`config.mk`:
```
export PLATFORM = sky130hd
export DESIGN_NAME = clk_div_controller_flat
export DESIGN_NICKNAME = d
export VERILOG_FILES = /design/src/rtl/clk_div_controller_if.sv /design/src/rtl/clk_div_controller.sv /design/src/flat_wrapper.sv
export SDC_FILE = /design/constraint.sdc
export NUM_CORES = 1
export LEC_CHECK = 0
export ABC_AREA = 0
export CAP_MARGIN = 10
export CELL_PAD_IN_SITES_DETAIL_PLACEMENT = 0
export CELL_PAD_IN_SITES_GLOBAL_PLACEMENT = 1
export CORE_MARGIN = 1
export CORE_UTILIZATION = 30
export DETAILED_ROUTE_END_ITERATION = 6
export PLACE_DENSITY_LB_ADDON = 0.1
export SYNTH_ARGS = -nofsm -noshare
export SYNTH_HDL_FRONTEND = slang
export SYNTH_SLANG_ARGS = --single-unit
export TNS_END_PERCENT = 20
```
`constraint.sdc`:
```
create_clock -name clk -period 3.19 [get_ports clk]
set_clock_uncertainty 0.2 [all_clocks]
set_input_delay 0.638 -clock clk [delete_from_list [all_inputs] [get_ports clk]]
set_output_delay 0.638 -clock clk [all_outputs]
set_load 0.02 [all_outputs]
```
`src/rtl/clk_div_controller_if.sv`:
```
// Command/response stream bundle between the host interface and the divider
// control stage: one 32-bit command stream in, one 32-bit response stream out.
interface clk_div_controller_if;
  logic        cmd_valid;
  logic        cmd_ready;
  logic [31:0] cmd_data;
  logic        resp_valid;
  logic        resp_ready;
  logic [31:0] resp_data;

  modport master (
    output cmd_valid, cmd_data, resp_ready,
    input  cmd_ready, resp_valid, resp_data
  );

  modport slave (
    input  cmd_valid, cmd_data, resp_ready,
    output cmd_ready, resp_valid, resp_data
  );
endinterface

```
`src/rtl/clk_div_controller.sv`:
```
// Command-driven configuration stage for the clock divider: decodes host
// commands, sequences N-pulse single-step runs and returns one response each.
module clk_div_controller #(
  parameter int COUNTER_BITS       = 32,
  parameter int PULSE_CONTROL_BITS = 32,
  parameter int DEFAULT_DIVIDER    = 2
) (
  input  logic                          clk,
  input  logic                          reset,
  clk_div_controller_if.slave           bus,
  output logic                          write_pulse,
  output logic                          option,
  output logic                          out_enable,
  output logic [COUNTER_BITS-1:0]       divider,
  output logic [PULSE_CONTROL_BITS-1:0] pulse,
  output logic                          busy
);

  localparam logic [3:0] OP_SET_DIV  = 4'h1;
  localparam logic [3:0] OP_RUN_AUTO = 4'h2;
  localparam logic [3:0] OP_STOP     = 4'h3;
  localparam logic [3:0] OP_STEP     = 4'h4;
  localparam logic [3:0] OP_STATUS   = 4'h5;

  localparam logic [3:0] ST_OK      = 4'h0;
  localparam logic [3:0] ST_BAD_OP  = 4'h1;
  localparam logic [3:0] ST_ABORTED = 4'h3;

  typedef enum logic [1:0] {S_IDLE, S_LOAD, S_STEP, S_RESP} state_t;

  state_t                        r_state, w_state_nxt;
  logic                          r_write_pulse, w_write_pulse_nxt;
  logic                          r_option, w_option_nxt;
  logic                          r_out_enable, w_out_enable_nxt;
  logic [COUNTER_BITS-1:0]       r_divider, w_divider_nxt;
  logic [PULSE_CONTROL_BITS-1:0] r_pulse, w_pulse_nxt;
  logic [PULSE_CONTROL_BITS-1:0] r_remaining, w_remaining_nxt;
  logic                          r_abort, w_abort_nxt;
  logic                          r_resp_valid, w_resp_valid_nxt;
  logic [31:0]                   r_resp_data, w_resp_data_nxt;

  logic                          w_cmd_ready;
  logic                          w_accept;
  logic                          w_busy;
  logic [3:0]                    w_op;
  logic [27:0]                   w_arg;
  logic [PULSE_CONTROL_BITS-1:0] w_step_n;
  logic [COUNTER_BITS-1:0]       w_div_arg;

  // The divider cannot divide by 0 or 1, so those ratios fall back to 2.
  function automatic logic [COUNTER_BITS-1:0] clamp_div(input logic [27:0] arg);
    logic [COUNTER_BITS-1:0] v;
    v = COUNTER_BITS'(arg);
    if (v < COUNTER_BITS'(2)) v = COUNTER_BITS'(2);
    return v;
  endfunction

  assign w_op        = bus.cmd_data[31:28];
  assign w_arg       = bus.cmd_data[27:0];
  assign w_step_n    = PULSE_CONTROL_BITS'(w_arg);
  assign w_div_arg   = clamp_div(w_arg);
  assign w_cmd_ready = (r_state == S_IDLE) || (r_state == S_STEP);
  assign w_accept    = bus.cmd_valid && w_cmd_ready;
  assign w_busy      = (r_state == S_LOAD) || (r_state == S_STEP);

  always_comb begin
    w_state_nxt       = r_state;
    w_write_pulse_nxt = 1'b0;
    w_option_nxt      = r_option;
    w_out_enable_nxt  = r_out_enable;
    w_divider_nxt     = r_divider;
    w_pulse_nxt       = r_pulse;
    w_remaining_nxt   = r_remaining;
    w_abort_nxt       = r_abort;
    w_resp_valid_nxt  = r_resp_valid;
    w_resp_data_nxt   = r_resp_data;

    unique case (r_state)
      S_IDLE: begin
        if (w_accept) begin
          w_state_nxt      = S_RESP;
          w_resp_valid_nxt = 1'b1;
          w_resp_data_nxt  = {w_op, ST_OK, 24'h0};
          case (w_op)
            OP_SET_DIV: begin
              w_divider_nxt   = w_div_arg;
              w_resp_data_nxt = {w_op, ST_OK, 24'(w_div_arg)};
            end
            OP_RUN_AUTO: begin
              w_option_nxt     = 1'b1;
              w_out_enable_nxt = 1'b1;
            end
            OP_STOP: w_out_enable_nxt = 1'b0;
            OP_STATUS: begin
              w_resp_data_nxt = {w_op, ST_OK, 21'h0, r_option, r_out_enable, w_busy};
            end
            OP_STEP: begin
              // A zero-length run answers immediately without touching the divider.
              if (w_step_n != '0) begin
                w_state_nxt       = S_LOAD;
                w_resp_valid_nxt  = 1'b0;
                w_option_nxt      = 1'b0;
                w_out_enable_nxt  = 1'b0;
                w_pulse_nxt       = w_step_n;
                w_write_pulse_nxt = 1'b1;
                w_remaining_nxt   = w_step_n;
                w_abort_nxt       = 1'b0;
              end
            end
            default: w_resp_data_nxt = {w_op, ST_BAD_OP, 24'h0};
          endcase
        end
      end
      S_LOAD: begin
        if (r_abort) begin
          w_state_nxt      = S_RESP;
          w_abort_nxt      = 1'b0;
          w_resp_valid_nxt = 1'b1;
          w_resp_data_nxt  = {OP_STOP, ST_ABORTED, 24'(r_remaining)};
        end else begin
          w_state_nxt      = S_STEP;
          w_out_enable_nxt = 1'b1;
        end
      end
      S_STEP: begin
        // Only STOP interrupts a run; every other command is swallowed silently.
        if (w_accept && (w_op == OP_STOP)) begin
          w_state_nxt       = S_LOAD;
          w_out_enable_nxt  = 1'b0;
          w_write_pulse_nxt = 1'b1;
          w_pulse_nxt       = '0;
          w_abort_nxt       = 1'b1;
        end else if (r_remaining == PULSE_CONTROL_BITS'(1)) begin
          w_state_nxt      = S_RESP;
          w_out_enable_nxt = 1'b0;
          w_resp_valid_nxt = 1'b1;
          w_resp_data_nxt  = {OP_STEP, ST_OK, 24'(r_pulse)};
        end else begin
          w_remaining_nxt = r_remaining - PULSE_CONTROL_BITS'(1);
        end
      end
      S_RESP: begin
        if (bus.resp_ready) begin
          w_state_nxt      = S_IDLE;
          w_resp_valid_nxt = 1'b0;
        end
      end
      default: w_state_nxt = S_IDLE;
    endcase
  end

  always_ff @(posedge clk) begin
    if (reset) begin
      r_state       <= S_IDLE;
      r_write_pulse <= 1'b0;
      r_option      <= 1'b0;
      r_out_enable  <= 1'b0;
      r_divider     <= COUNTER_BITS'(DEFAULT_DIVIDER);
      r_pulse       <= '0;
      r_remaining   <= '0;
      r_abort       <= 1'b0;
      r_resp_valid  <= 1'b0;
      r_resp_data   <= '0;
    end else begin
      r_state       <= w_state_nxt;
      r_write_pulse <= w_write_pulse_nxt;
      r_option      <= w_option_nxt;
      r_out_enable  <= w_out_enable_nxt;
      r_divider     <= w_divider_nxt;
      r_pulse       <= w_pulse_nxt;
      r_remaining   <= w_remaining_nxt;
      r_abort       <= w_abort_nxt;
      r_resp_valid  <= w_resp_valid_nxt;
      r_resp_data   <= w_resp_data_nxt;
    end
  end

  assign bus.cmd_ready  = w_cmd_ready;
  assign bus.resp_valid = r_resp_valid;
  assign bus.resp_data  = r_resp_data;
  assign write_pulse    = r_write_pulse;
  assign option         = r_option;
  assign out_enable     = r_out_enable;
  assign divider        = r_divider;
  assign pulse          = r_pulse;
  assign busy           = w_busy;

endmodule

```
`src/flat_wrapper.sv`:
```
// flat-port wrapper written by rule: the top's interface ports become plain ports
module clk_div_controller_flat 
#(
  parameter int COUNTER_BITS       = 32,
  parameter int PULSE_CONTROL_BITS = 32,
  parameter int DEFAULT_DIVIDER    = 2
)
  (clk, reset, write_pulse, option, out_enable, divider, pulse, busy, bus_cmd_valid, bus_cmd_data, bus_resp_ready, bus_cmd_ready, bus_resp_valid, bus_resp_data);
  clk_div_controller_if bus_i ();
  input  logic clk;
  input  logic reset;
  output logic write_pulse;
  output logic option;
  output logic out_enable;
  output logic [COUNTER_BITS-1:0] divider;
  output logic [PULSE_CONTROL_BITS-1:0] pulse;
  output logic busy;
  input wire logic [$bits(bus_i.cmd_valid)-1:0] bus_cmd_valid;
  input wire logic [$bits(bus_i.cmd_data)-1:0] bus_cmd_data;
  input wire logic [$bits(bus_i.resp_ready)-1:0] bus_resp_ready;
  output wire logic [$bits(bus_i.cmd_ready)-1:0] bus_cmd_ready;
  output wire logic [$bits(bus_i.resp_valid)-1:0] bus_resp_valid;
  output wire logic [$bits(bus_i.resp_data)-1:0] bus_resp_data;
  assign bus_i.cmd_valid = bus_cmd_valid;
  assign bus_i.cmd_data = bus_cmd_data;
  assign bus_i.resp_ready = bus_resp_ready;
  assign bus_cmd_ready = bus_i.cmd_ready;
  assign bus_resp_valid = bus_i.resp_valid;
  assign bus_resp_data = bus_i.resp_data;
  clk_div_controller #(.COUNTER_BITS(COUNTER_BITS), .PULSE_CONTROL_BITS(PULSE_CONTROL_BITS), .DEFAULT_DIVIDER(DEFAULT_DIVIDER)) u_core (.clk(clk), .reset(reset), .bus(bus_i), .write_pulse(write_pulse), .option(option), .out_enable(out_enable), .divider(divider), .pulse(pulse), .busy(busy));
endmodule
```
==> summary.txt <==
Finish
  • Diode count: 0
  • Fin util: 43.32%
  • Area of the multi-input gates: 3317 sq um
  • Fillcell total: 1,991
  • FF+latch area: 2502 sq um
  • Commonest non-fill, non-tap cell in the layout: clkdlybuf4s50_1
  • Synth-to-Final Area Change: 41.91%
  • Final Instance Count excl. Fillers: 1,195
  • Layout cell share with drive strength beyond 1: 17.95%
  • Most frequent cells in the layout: clkdlybuf4s50_1 (126), dfxtp_1 (125), nand2_1 (106), buf_4 (84), a21oi_1 (77)
  • Nets: 956

CTS
  • Post-cts sizing count: 0
  • CTS tree: built
  • Hold_buf cts: 0
  • TritonCTS Sinks: 125
  • Clock transition at path regs: 0.06 ns
  • Htree depth: 4
  • Clk root buf: clkbuf_16
  • Worst-skew pair later-pin latency: 0.42 ns
  • Setup Buffers After CTS: 0
  • TritonCTS Buffers: 17
  • CTS max path bufs: 2

Power
  • Static leakage: 3.200 nW
  • Pwr dens: 895.8 nW/um^2
  • Total power: 7.853 mW
  • Peak VDD IR: 353.3 uV

Critical path
  • Critical path class: reg2out
  • Startpoint types: flip-flop
  • CP Capture Type: primary output
  • CP peak stage delay: 0.55 ns
  • Crit path buffers/inverters: 3
  • CP arrival: 2.12 ns
  • Crit-path cells: inv_1 > ha_1 > inv_2 > nand2_1 > clkdlybuf4s50_1
  • Slowest-stage cell, CP: clkdlybuf4s50_1
  • Worst-path fanout max: 16
  • Cell family with the largest share of critical-path delay: buffers and inverters
  • Critical Path RT: 2.35 ns

Place
  • Placed wire-length estimate: 17,030 um
  • I/O Buffers: 127
  • Dpl cells: 1,164
  • Gpl congestion: 0.8830

Min path
  • Worst hold path type: reg2reg

Synth
  • Number of distinct library cells after synthesis: 67
  • Ys flop type: dfxtp_1
  • EDFF count, synth: 0
  • Mapped Cells: 738
  • Post-Syn Area: 6177 sq um
  • Fraction of registers with async set or reset after synthesis: 0%
  • Cell taking the most area after synthesis: dfxtp_1
  • Yosys reg bits: 125
  • Synth Warn #: 0
  • Syn Area/Cell: 8.370 sq um
  • Share of the yosys chip area belonging to registers: 40.51%
  • Top post-synthesis cells by area: dfxtp_1 (41%), nand2_1 (6.4%), a21oi_1 (6.2%)
  • Post-synth top area share: 40.51%

Floorplan
  • Site Rows: 52
  • Die height: 145.5 um
  • Initial Util: 30.53%
  • I/O pin cnt: 138
  • Die Area: 21,170 sq um
  • Die extent in x: 145.5 um
  • CORE AREA: 20,230 sq um

GRT
  • Initial antenna violation count: 0
  • Vias in the first global route: 6,256
  • First-pass GRT wire length: 36,430 um
  • GRT Total Usage: 22.39%
  • Maximum number of pins on one net before global-route repair: 81
  • Total grt overflow: 0

STA
  • Final worst path period share: 92.84%
  • Setup violators final: 0
  • RSZ-0062 raised after global routing: false
  • Final Critical Period: 2.962 ns
  • Hold WS: 0.2521 ns
  • Setup tns final: 0 ns
  • Slew HR: 49.82%
  • Achievable Freq: 337.6 MHz
  • Hold Vio Cnt, Final: 0
  • Worst slew pin tran: 0.7499 ns
  • Count of final max-slew check failures: 0

Detailed routing
  • Routed vias: 6,449
  • DRT Pass-1 Iters: 7
  • DRC violations left: 0
  • Initial DRC Count: 536
  • DRT antenna net count: 0
  • Post-Route WL: 23,700 um
  • WL/cell: 19.83 um
  • Drt via density: 5.397

Status
  • Status: completed

Job
  • Max cap viols: 0
-- flip-flops by register name (all words and copies together) (netlist names) --
signal	cells
u_core.r_remaining	32
u_core.bus.resp_data	30
u_core.divider	28
u_core.pulse	28
u_core.r_state	2
u_core.bus.resp_valid	1
u_core.option	1
u_core.out_enable	1
u_core.r_abort	1
u_core.write_pulse	1
-- layout make-up --
cell class | instances | area share, %
Multi-Input combinational cell | 540 | 37.84
Sequential cell | 125 | 28.55
Timing Repair Buffer | 214 | 22.49
Clock buffer | 18 | 5.010
Tap cell | 270 | 3.854
Clock inverter | 13 | 1.613
Inverter | 15 | 0.6423
-- through the flow --
stage	cell area, sq um	setup WS, ns
global placement	8185	-0.04263
detailed placement	8185	-0.1523
finish	8766	0.2283
global route	8766	0.1070
CTS	8766	0.2002
floorplan	6211	0.6331
-- per-layer routing --
| metal | global-route usage (%) | up-vias | wire length, um |
|---|---|---|---|
| met1 | 30.55 | 3099 | 11050 |
| met3 | 3.950 | 35 | 1408 |
| met5 | 0 | - | 0 |
| li1 | - | 3070 | - |
| met2 | 35.26 | 245 | 10700 |
| met4 | 8.263 | 0 | 541 |
-- where the power goes --
part	internal (mW)	switching (mW)	total [mW]
registers	1.85	0.285	2.14
logic	1.48	2.29	3.77
clock network	1.17	0.778	1.95
-- kinds of logic (layout without fill, tap and decap cells) --
kind of cell               after synthesis  in the layout  synth area share, %
buffers and inverters                   82            260                6.603
muxes                                    8              8                1.337
adders and majority gates                7              7                1.418
and+or+nand+nor                        291            291                22.91
DFF                                    125            125                40.51
AOI/OAI and AO/OA                      224            224                27.16
other                                    1             10              0.06071
-- worst register-to-register path: stages (launching register included) --
cell	delay [ns]
dfxtp_1	0.39
nor4_2	0.53
and4_1	0.51
a31o_2	0.30
and3_2	0.25
buf_12	0.23
nor2_1	0.14
a211oi_2	0.20
-- Yosys cell counts, drive strengths merged (8+ instances only) --
cell	n
o21ai	21
nor3	20
a21oi	77
nor2	72
dfxtp	125
buf	29
nand2	106
inv	15
a22oi	13
a222oi	23
a211oi	30
nand3	25
nor2b	8
nor4	21
clkbuf	38
o22ai	9
-- worst paths after layout --
check | cells after the start | start | slack (ns) | end
max | 5 | u_core.r_state[0]$_SDFFE_PP0P_ | 0.23 | bus_cmd_ready
min | 2 | u_core.divider[5]$_SDFFE_PP0P_ | 0.25 | u_core.divider[5]$_SDFFE_PP0P_
max reg2reg | 7 | u_core.r_remaining[4]$_SDFFE_PP0P_ | 0.37 | u_core.bus.resp_data[13]$_SDFFE_PP0P_
min reg2reg | 2 | u_core.divider[5]$_SDFFE_PP0P_ | 0.25 | u_core.divider[5]$_SDFFE_PP0P_
Note: power is estimated with default switching activity, not from simulation.
